===== src/rtl/nfc_ca_pkg.sv =====
`default_nettype none
// +----------------------------------------------------------------------------+
// | Module  : nfc_ca_pkg                                                       |
// | Brief   : Shared types and constants for the NFC command/address sequencer |
// | Revision: 1.0                                                              |
// +----------------------------------------------------------------------------+
package nfc_ca_pkg;

  localparam int c_timerWidth = 4;

  localparam logic CA_CMD  = 1'b0;
  localparam logic CA_ADDR = 1'b1;

  localparam logic [3:0] c_weIdle = 4'b1111;
  localparam logic [3:0] c_reIdle = 4'b1111;

  localparam logic [c_timerWidth-1:0] c_timerOne = 1;

  typedef enum logic [2:0] {
    ST_IDLE    = 3'd0,
    ST_SETUP   = 3'd1,
    ST_WE_LOW  = 3'd2,
    ST_WE_HIGH = 3'd3,
    ST_HOLD    = 3'd4
  } caState_t;

  // Counter load value (cycles - 1); a zero override nibble falls back to the parameter.
  function automatic logic [c_timerWidth-1:0] timingLoad(
    input logic [c_timerWidth-1:0] nibble,
    input logic [c_timerWidth-1:0] paramCycles
  );
    logic [c_timerWidth-1:0] cycles;
    cycles = (nibble != '0) ? nibble : paramCycles;
    return cycles - c_timerOne;
  endfunction

endpackage
`default_nettype wire


===== src/rtl/nfc_ca_timing_counter.sv =====
`default_nettype none
// +----------------------------------------------------------------------------+
// | Module  : nfc_ca_timing_counter                                            |
// | Brief   : Loadable down-counter with zero flag shared by all timed states  |
// | Revision: 1.0                                                              |
// +----------------------------------------------------------------------------+
module nfc_ca_timing_counter
  import nfc_ca_pkg::*;
(
  input  logic                    clk,
  input  logic                    rst_n,
  input  logic                    iLoad,
  input  logic [c_timerWidth-1:0] iLoadValue,
  output logic [c_timerWidth-1:0] oCount,
  output logic                    oZero
);

  logic [c_timerWidth-1:0] r_count;

  // Saturates at zero so a stalled state simply sits on its final cycle.
  always_ff @(posedge clk or negedge rst_n) begin
    if (!rst_n) begin
      r_count <= '0;
    end else if (iLoad) begin
      r_count <= iLoadValue;
    end else if (r_count != '0) begin
      r_count <= r_count - c_timerOne;
    end
  end

  assign oCount = r_count;
  assign oZero  = (r_count == '0);

endmodule
`default_nettype wire


===== src/rtl/nfc_ca_latch_sequencer.sv =====
`default_nettype none
// +----------------------------------------------------------------------------+
// | Module  : nfc_ca_latch_sequencer                                           |
// | Brief   : SDR CLE/ALE latch-cycle generator; one WE# pulse per CA byte.    |
// |           NFC_CA_TIMING_OVERRIDE_EN adds per-sequence iTimingOverride.     |
// | Revision: 1.0                                                              |
// +----------------------------------------------------------------------------+
module nfc_ca_latch_sequencer
  import nfc_ca_pkg::*;
#(
  parameter int NumberOfWays = 4,
  parameter int SetupCycles  = 2,
  parameter int WELowCycles  = 2,
  parameter int WEHighCycles = 2,
  parameter int HoldCycles   = 2
) (
  input  logic                      iSystemClock,
  input  logic                      iModuleReset,
  input  logic [NumberOfWays-1:0]   iTargetWay,
  input  logic                      iCAValid,
  output logic                      oCAReady,
  input  logic                      iCAType,
  input  logic [7:0]                iCAData,
  input  logic                      iCALast,
  output logic                      oCADone,
  output logic [7:0]                oPO_DQStrobe,
  output logic [31:0]               oPO_DQ,
  output logic [2*NumberOfWays-1:0] oPO_ChipEnable,
  output logic [3:0]                oPO_ReadEnable,
  output logic [3:0]                oPO_WriteEnable,
  output logic [3:0]                oPO_AddressLatchEnable,
  output logic [3:0]                oPO_CommandLatchEnable,
  output logic                      oDQSOutEnable,
  output logic                      oDQOutEnable
`ifdef NFC_CA_TIMING_OVERRIDE_EN
  ,
  input  logic [15:0]               iTimingOverride
`endif
);

  localparam logic [c_timerWidth-1:0] c_setupCyc  = c_timerWidth'(SetupCycles);
  localparam logic [c_timerWidth-1:0] c_weLowCyc  = c_timerWidth'(WELowCycles);
  localparam logic [c_timerWidth-1:0] c_weHighCyc = c_timerWidth'(WEHighCycles);
  localparam logic [c_timerWidth-1:0] c_holdCyc   = c_timerWidth'(HoldCycles);

  logic [15:0] w_override;
`ifdef NFC_CA_TIMING_OVERRIDE_EN
  assign w_override = iTimingOverride;
`else
  assign w_override = '0;
`endif

  logic [c_timerWidth-1:0] w_setupSel;
  logic [c_timerWidth-1:0] w_weLowSel;
  logic [c_timerWidth-1:0] w_weHighSel;
  logic [c_timerWidth-1:0] w_holdSel;

  assign w_setupSel  = timingLoad(w_override[3:0],   c_setupCyc);
  assign w_weLowSel  = timingLoad(w_override[7:4],   c_weLowCyc);
  assign w_weHighSel = timingLoad(w_override[11:8],  c_weHighCyc);
  assign w_holdSel   = timingLoad(w_override[15:12], c_holdCyc);

  caState_t                  r_state;
  logic                      r_ready;
  logic                      r_done;
  logic                      r_we;
  logic                      r_cle;
  logic                      r_ale;
  logic                      r_dqOe;
  logic                      r_type;
  logic                      r_last;
  logic [NumberOfWays-1:0]   r_way;
  logic [2*NumberOfWays-1:0] r_ceN;
  logic [7:0]                r_dq;
  logic [c_timerWidth-1:0]   r_setupM1;
  logic [c_timerWidth-1:0]   r_weLowM1;
  logic [c_timerWidth-1:0]   r_weHighM1;
  logic [c_timerWidth-1:0]   r_holdM1;

  logic                      w_accept;
  logic                      w_sameGroup;
  logic [2*NumberOfWays-1:0] w_ceSel;
  logic                      w_cntLoad;
  logic [c_timerWidth-1:0]   w_cntValue;
  logic [c_timerWidth-1:0]   w_cntCount;
  logic                      w_cntZero;

  assign w_accept    = iCAValid & r_ready;
  assign w_sameGroup = (iCAType == r_type) && (iTargetWay == r_way);
  assign w_ceSel     = {~iTargetWay, ~iTargetWay};

  // Counter reload mirrors every state transition taken below.
  always_comb begin
    w_cntLoad  = 1'b0;
    w_cntValue = '0;
    case (r_state)
      ST_IDLE: begin
        if (w_accept) begin
          w_cntLoad  = 1'b1;
          w_cntValue = w_setupSel;
        end
      end
      ST_SETUP: begin
        if (w_cntZero) begin
          w_cntLoad  = 1'b1;
          w_cntValue = r_weLowM1;
        end
      end
      ST_WE_LOW: begin
        if (w_cntZero) begin
          w_cntLoad  = 1'b1;
          w_cntValue = r_weHighM1;
        end
      end
      ST_WE_HIGH: begin
        if (w_cntZero) begin
          if (r_last) begin
            w_cntLoad  = 1'b1;
            w_cntValue = r_holdM1;
          end else if (w_accept) begin
            w_cntLoad  = 1'b1;
            w_cntValue = w_sameGroup ? r_weLowM1 : r_setupM1;
          end
        end
      end
      default: begin
        w_cntLoad  = 1'b0;
        w_cntValue = '0;
      end
    endcase
  end

  nfc_ca_timing_counter u_timer (
    .clk        (iSystemClock),
    .rst_n      (iModuleReset),
    .iLoad      (w_cntLoad),
    .iLoadValue (w_cntValue),
    .oCount     (w_cntCount),
    .oZero      (w_cntZero)
  );

  always_ff @(posedge iSystemClock or negedge iModuleReset) begin
    if (!iModuleReset) begin
      r_state    <= ST_IDLE;
      r_ready    <= 1'b0;
      r_done     <= 1'b0;
      r_we       <= 1'b1;
      r_cle      <= 1'b0;
      r_ale      <= 1'b0;
      r_dqOe     <= 1'b0;
      r_type     <= CA_CMD;
      r_last     <= 1'b0;
      r_way      <= '0;
      r_ceN      <= '1;
      r_dq       <= '0;
      r_setupM1  <= timingLoad('0, c_setupCyc);
      r_weLowM1  <= timingLoad('0, c_weLowCyc);
      r_weHighM1 <= timingLoad('0, c_weHighCyc);
      r_holdM1   <= timingLoad('0, c_holdCyc);
    end else begin
      r_done <= 1'b0;
      case (r_state)
        ST_IDLE: begin
          r_ready <= 1'b1;
          if (w_accept) begin
            r_state    <= ST_SETUP;
            r_ready    <= 1'b0;
            r_type     <= iCAType;
            r_way      <= iTargetWay;
            r_last     <= iCALast;
            r_dq       <= iCAData;
            r_cle      <= (iCAType == CA_CMD);
            r_ale      <= (iCAType == CA_ADDR);
            r_ceN      <= w_ceSel;
            r_dqOe     <= 1'b1;
            r_we       <= 1'b1;
            r_setupM1  <= w_setupSel;
            r_weLowM1  <= w_weLowSel;
            r_weHighM1 <= w_weHighSel;
            r_holdM1   <= w_holdSel;
          end
        end
        ST_SETUP: begin
          if (w_cntZero) begin
            r_state <= ST_WE_LOW;
            r_we    <= 1'b0;
          end
        end
        ST_WE_LOW: begin
          if (w_cntZero) begin
            r_state <= ST_WE_HIGH;
            r_we    <= 1'b1;
            r_ready <= (r_weHighM1 == '0) && !r_last;
          end
        end
        ST_WE_HIGH: begin
          if (w_cntZero) begin
            if (r_last) begin
              r_state <= ST_HOLD;
              r_ready <= 1'b0;
            end else if (w_accept) begin
              r_ready <= 1'b0;
              r_type  <= iCAType;
              r_way   <= iTargetWay;
              r_last  <= iCALast;
              r_dq    <= iCAData;
              r_cle   <= (iCAType == CA_CMD);
              r_ale   <= (iCAType == CA_ADDR);
              r_ceN   <= w_ceSel;
              // Same latch type and way skips setup and pulses WE# straight away.
              if (w_sameGroup) begin
                r_state <= ST_WE_LOW;
                r_we    <= 1'b0;
              end else begin
                r_state <= ST_SETUP;
              end
            end
          end else if (w_cntCount == c_timerOne) begin
            r_ready <= !r_last;
          end
        end
        ST_HOLD: begin
          if (w_cntZero) begin
            r_state <= ST_IDLE;
            r_cle   <= 1'b0;
            r_ale   <= 1'b0;
            r_ceN   <= '1;
            r_dqOe  <= 1'b0;
            r_done  <= 1'b1;
            r_ready <= 1'b1;
          end
        end
        default: begin
          r_state <= ST_IDLE;
        end
      endcase
    end
  end

  assign oCAReady               = r_ready;
  assign oCADone                = r_done;
  assign oPO_DQStrobe           = '0;
  assign oPO_DQ                 = {4{r_dq}};
  assign oPO_ChipEnable         = r_ceN;
  assign oPO_ReadEnable         = c_reIdle;
  assign oPO_WriteEnable        = {4{r_we}};
  assign oPO_AddressLatchEnable = {4{r_ale}};
  assign oPO_CommandLatchEnable = {4{r_cle}};
  assign oDQSOutEnable          = 1'b0;
  assign oDQOutEnable           = r_dqOe;

endmodule
`default_nettype wire


===== config.mk =====
export PLATFORM = sky130hd
export DESIGN_NAME = nfc_ca_latch_sequencer
export DESIGN_NICKNAME = d
export VERILOG_FILES = /design/src/rtl/nfc_ca_pkg.sv /design/src/rtl/nfc_ca_timing_counter.sv /design/src/rtl/nfc_ca_latch_sequencer.sv
export SDC_FILE = /design/constraint.sdc
export NUM_CORES = 1
export LEC_CHECK = 0
export BUFFER_PORTS_ARGS = -buffer_cell sky130_fd_sc_hd__buf_2
export CAP_MARGIN = 20
export CORE_MARGIN = 2
export CORE_UTILIZATION = 48
export CTS_BUF_LIST = sky130_fd_sc_hd__clkbuf_16
export CTS_CLUSTER_SIZE = 14
export DETAILED_ROUTE_END_ITERATION = 8
export PLACE_DENSITY = 0.8
export SLEW_MARGIN = 10
export SYNTH_ARGS = -nofsm -noshare
export SYNTH_HDL_FRONTEND = slang
export SYNTH_SLANG_ARGS = --single-unit

===== constraint.sdc =====
create_clock -name iSystemClock -period 2.16 [get_ports iSystemClock]
set_clock_uncertainty 0.05 [all_clocks]
set_input_delay 0.432 -clock iSystemClock [delete_from_list [all_inputs] [get_ports iSystemClock]]
set_output_delay 0.432 -clock iSystemClock [all_outputs]
set_load 0.005 [all_outputs]

# ---- Yosys cells after proc, flatten, opt, wreduce, memory -nomap -nowiden
# Cells that the tools add are included.
dict set report totals {
  register_bits 35
  inputBits 17
  out_inout_bits 68
  word_cells 121
}
dict set report classes {
  n_addsub 1
  eq_ne 18
  mux 67
  bitwise 3
  reduce_logical 19
}
# operator n
set op_table {}
lappend op_table {{8-bit 2-to-1 mux} 7}
lappend op_table {{1-bit 2-to-1 mux} 34}
lappend op_table {{8-bit case mux with 3 select lines} 1}
lappend op_table {{3-bit 2-to-1 mux} 7}
lappend op_table {{4-bit 2-to-1 mux} 5}
lappend op_table {{8-bit case mux with 2 select lines} 1}
lappend op_table {{3-bit case mux with 5 select lines} 1}
lappend op_table {{4-bit case mux with 3 select lines} 1}
lappend op_table {{4-bit nonzero test} 3}
lappend op_table {{1-bit case mux with 3 select lines} 3}
lappend op_table {{3-bit AND reduction} 3}
lappend op_table {{2-bit by 1-bit != test with 1-bit output (second input constant)} 4}
lappend op_table {{2-bit != test (second input constant)} 4}
lappend op_table {{1-bit case mux with 4 select lines} 2}
lappend op_table {{4-bit case mux with 2 select lines} 1}
lappend op_table {{8-bit AND reduction} 1}
lappend op_table {{3-bit by 2-bit equality test with 1-bit output (second input constant)} 2}
lappend op_table {{1-bit case mux with 2 select lines} 3}
lappend op_table {{6-bit AND reduction} 1}
lappend op_table {{2-bit nonzero test} 3}
lappend op_table {{5-bit AND reduction} 1}
lappend op_table {{4-bit by 1-bit equality test with 1-bit output (second input constant)} 1}
lappend op_table {{4-bit equality test} 1}
lappend op_table {{4-bit logical NOT} 1}
lappend op_table {{17 further kinds} 17}

# ---- Longest topological paths before layout
dict set report logic_depth {
  ltp_word 7
  depth_mapped 8
  ltp_nobuf 6
}

# ---- Cells and area by module
# Synthesis repeated with hierarchy kept, for this count alone.
dict set report unflattened {
  cells_unflattened 203
  area_unflattened_um2 2003.2
}
# mod instances cells_each area_per_inst_um2 seq_area_each_um2
set by_module_without_submodules {}
lappend by_module_without_submodules {nfc_ca_latch_sequencer 1 181 1769.2 681.9}
lappend by_module_without_submodules {nfc_ca_timing_counter 1 22 234.0 100.1}

# ---- Worst setup path before layout
# OpenSTA, ideal clock, no wires.
dict set report synth_path {
  kind {reg-to-reg}
  from {register u_timer.r_count[0], in the netlist u_timer.oCount[0]}
  to {register r_dq[4]}
  setup_ns 0.125
  arrival_ns 1.816
  required_ns 1.985
  setup_slack_ns 0.169
  path_stages_with_launch 9
  path_buffers 2
  synth_period_minus_slack_ns 1.991
  cell_sequence {dfrtp_1 inv_1 ha_1 nor4bb_1 a21o_1 and2_4 buf_8 buf_12 mux2_4}
}
dict set report synth_between {
  elab_chain_cells 3
}
# element line
set synth_lines {}
lappend synth_lines {{from (decl)} nfc_ca_timing_counter.sv:18} ;# logic [c_timerWidth-1:0] r_count;
lappend synth_lines {{from (signal assigned)} nfc_ca_timing_counter.sv:25} ;# r_count <= iLoadValue;
lappend synth_lines {{from (signal assigned)} nfc_ca_timing_counter.sv:27} ;# r_count <= r_count - c_timerOne;
lappend synth_lines {{4-bit logical NOT} nfc_ca_timing_counter.sv:32} ;# assign oZero = (r_count == '0);
lappend synth_lines {{2-bit by 1-bit != test with 1-bit output (no source line)} n/a}
lappend synth_lines {{3-bit AND reduction (no source line)} n/a}
lappend synth_lines {{to (signal assigned)} nfc_ca_latch_sequencer.sv:171} ;# r_dq <= iCAData;
lappend synth_lines {{to (signal assigned)} nfc_ca_latch_sequencer.sv:206} ;# r_dq <= iCAData;
lappend synth_lines {{to (decl)} nfc_ca_latch_sequencer.sv:74} ;# logic [7:0] r_dq;
# No other way between the ends.
# A chain may end at the register's enable or synchronous reset.

# ---- Worst setup path after layout
dict set report layout_path {
  from {register u_timer.r_count[0], in the netlist u_timer.oCount[0]}
  to {register r_dq[1]}
}
# The elaborated chain is that of the path after synthesis.

==> summary.txt <==
Clocking
  • Post-CTS Hold Fix Bufs: 0
  • Clock-pin slew on the worst setup and hold paths: 0.05 ns
  • Later-pin clock latency in the skew report: 0.27 ns
  • CTS sink count: 31
  • CTS Root Cell: clkbuf_16
  • Post-CTS Setup Bufs: 0
  • Max Root-Sink Buffers: 2
  • TritonCTS Buffers: 5
  • CTS tree: built
  • CTS resizes: 0
  • CTS H-tree lvls: 2

Setup path
  • CP Launch Point: u_timer.oCount[0]
  • Critical-path top delay cell: dfrtp_1
  • CP max stage delay: 0.40 ns
  • Crit path launch type: flop
  • Critical Path RT: 2.26 ns
  • CP Class: flop to flop
  • Crit-path max FO: 18
  • R2R cell count: 6
  • FF-to-FF Start: u_timer.oCount[0]
  • Worst Path Arrival: 2.13 ns
  • Reg2reg setup slack: 0.13 ns
  • Critical Path Sink Type: flop
  • RR Endpoint: r_dq[1]
  • CP cell instances: inv_1 > ha_1 > nor4bb_2 > a21o_1 > and2_4 > mux2_1
  • CP endpoint: r_dq[1]

Final layout
  • Share of cells above drive strength 1: 43.5%
  • Synth-to-Final Area Change: 13.4%
  • Antenna cells: 0
  • Most frequent cells in the layout: buf_2 (71), dfrtp_1 (26), conb_1 (13)
  • Final layout net count: 255
  • Filler Cell Count: 364
  • Commonest non-fill, non-tap cell in the layout: buf_2

Floorplanning
  • Total I/O pin count: 85
  • Initial Util: 50.1%
  • DIE HEIGHT: 68.8 um
  • Die area: 0.00474 sq mm
  • Rows: 23
  • Die W: 68.8 um
  • Core Footprint: 0.00403 sq mm

Global routing
  • Largest net degree at the start of global routing: 32
  • Grt met1 use: 22.5%
  • GRT met2 Usage: 29.8%
  • Met3 Use GR: 4.87%
  • Number of global-route vias before repair: 1315
  • Initial antenna violation count: 0
  • Most used routing layer: met2
  • Grt ovf: 0
  • GRT Util Overall: 18.3%
  • First-pass GRT wire length: 6180 um

Placed design
  • Port bufs: 71
  • Gpl congestion: 0.913
  • Pre-CTS setup slack: 0.0752 ns
  • HPWL after DPL: 2780 um

STA
  • Worst Slack Setup Final: 0.131 ns
  • Worst slew pin tran: 0.698 ns
  • Minimum clock period: 2.03 ns
  • RSZ-0062 raised after global routing: no
  • Final hold violations: 0
  • Fin crit share: 93.9%
  • Final Max Slew Viols: 0
  • Final setup vio count: 0
  • Worst slew margin: 53.5%
  • Achievable frequency: 493 MHz
  • TNS Setup: 0 ns

Routing
  • Total wire length: 3800 um
  • Initial DRC count: 85
  • DRC viols: 0
  • Wire per inst: 13.2 um
  • Pre-antenna DRT Iters: 4
  • Via count: 1466
  • Avg Vias per Cell: 5.11
  • Post-detailed-route count of antenna-violating nets: 0

Run
  • Max-cap viol count: 0

Pwr
  • Sw power: 1230 uW
  • Max VDD drop: 0.669 mV
  • PD cells: 1590 mW/mm^2
  • Sequential group share of total power: 30.5%
  • Leakage: 0.00112 uW
  • Cell Int Power: 2400 uW
  • Net Sw Frac: 33.9%
  • Clock power frac: 24.8%
  • Logic pwr share: 44.8%
  • Tot Pwr: 3630 uW

Synth
  • Post-Synth Simple-Gate Area: 12.2%
  • Mean area per synthesized cell: 10.2 sq um
  • Seq cells post-synth: 31
  • Synth Area in Compound Gates: 14.3%
  • Adder-Cell Fraction of Synth Area: 1.24%
  • Post-synth EDFFs: 0
  • Largest family of logic cells by synthesized area: buffers and inverters
  • Post-synth ARST share: 100%
  • Synth Area in XOR/XNOR: 2.17%
  • Post-synthesis sequential area ratio: 38.8%
  • Distinct cell type count after synthesis: 51
  • Top FF cell, synth: dfrtp_1
  • Mapped Area: 0.00202 sq mm
  • Multiplexer share of the synthesized area: 8.19%
  • Post-Syn Instances: 198
  • Synth Warn #: 0

Worst hold path
  • Hold WC Path Type: primary input to async pin

Run status
  • Outcome: finished clean
[power groups by stage]
stage	Clock, uW	Sequential (uW)	Combinational, uW
5_1_grt	945	1150	1830
3_3_place_gp	0	1100	1580
2_1_floorplan	0	1100	1400
3_5_place_dp	0	1110	1620
4_1_cts	917	1100	1630
6_report	899	1100	1620
[worst max-delay path, delay by kind of cell (launching register included)]
kind / cells / cell delay, ns
buf+inv: 1 / 0.09
compound gates: 1 / 0.21
simple gates: 2 / 0.59
fa+ha+maj: 1 / 0.21
mux: 1 / 0.36
flops: 1 / 0.40
[how the worst min path moves through the flow]
stage,to,cells after the start
floorplan,oCADone,0
global placement,r_way[0],1
detailed placement,r_way[3],1
CTS,r_way[3],1
global route,r_way[3],1
finish,r_way[2],1
[state kept, by name, summed over array words and instances (netlist names), 3 cells and up]
name            count
r_way               4
r_dq                8
oPO_ChipEnable      4
u_timer.oCount      4
r_state             3
[through the flow]
stage          hold WS (ns)  area (sq um)  std cells  utilization [%]
2_1_floorplan        0.0864          2060        209                -
3_3_place_gp          0.439          2090        279             51.9
3_5_place_dp          0.451          2090        279             51.9
4_1_cts               0.167          2280        287             56.6
5_1_grt               0.207          2290        287             56.8
6_report              0.154          2290        287             56.8
[synth_stat cells (2+ instances only)]
cell | instances | area (sq um)
or2_2 | 2 | 12.5
mux2_1 | 8 | 90.1
clkbuf_1 | 5 | 18.8
nand2b_1 | 6 | 37.5
nor3_1 | 3 | 15.0
o21ai_1 | 6 | 30.0
buf_4 | 53 | 398
nor2_1 | 8 | 30.0
nand3_1 | 2 | 10.0
a21o_1 | 6 | 45.0
dfstp_2 | 5 | 131
o22ai_1 | 2 | 12.5
a2bb2oi_1 | 4 | 35.0
nand2_1 | 7 | 26.3
inv_1 | 2 | 7.51
ha_1 | 2 | 25.0
conb_1 | 2 | 7.51
mux2_4 | 5 | 75.1
o21ai_0 | 3 | 15.0
dfrtp_1 | 26 | 651
xnor2_1 | 5 | 43.8
a21oi_1 | 7 | 35.0
[per-layer routing]
layer  wire (um)  share of wire [%]  vias to the layer above
li1            -                  -                      705
met1        1630                 43                      688
met2        1790                 47                       69
met3         313                8.2                        4
met4          68                1.8                        0
met5           0                  0                        -
[logic make-up (layout without fill, tap and decap cells)]
| kind of cell | after synthesis | in the layout |
|---|---|---|
| muxes | 13 | 13 |
| buffers and inverters | 62 | 90 |
| xor gates and xnor gates | 5 | 5 |
| adders and majority gates | 2 | 2 |
| and+or+nand+nor | 42 | 42 |
| DFF | 31 | 31 |
| AOI/OAI and AO/OA | 41 | 41 |
| other | 2 | 13 |
[final cells by class]
type	instances	area [sq um]	share of cell area, %
Tap cell	50	62.6	2.74
Timing Repair Buffer	80	423	18.5
Inverter	2	7.51	0.328
Clock inverter	3	63.8	2.79
Multi-Input combinational cell	116	823	36.0
Sequential cell	31	782	34.2
Clock buffer	5	125	5.47
Power figures use the tool's default switching activity.
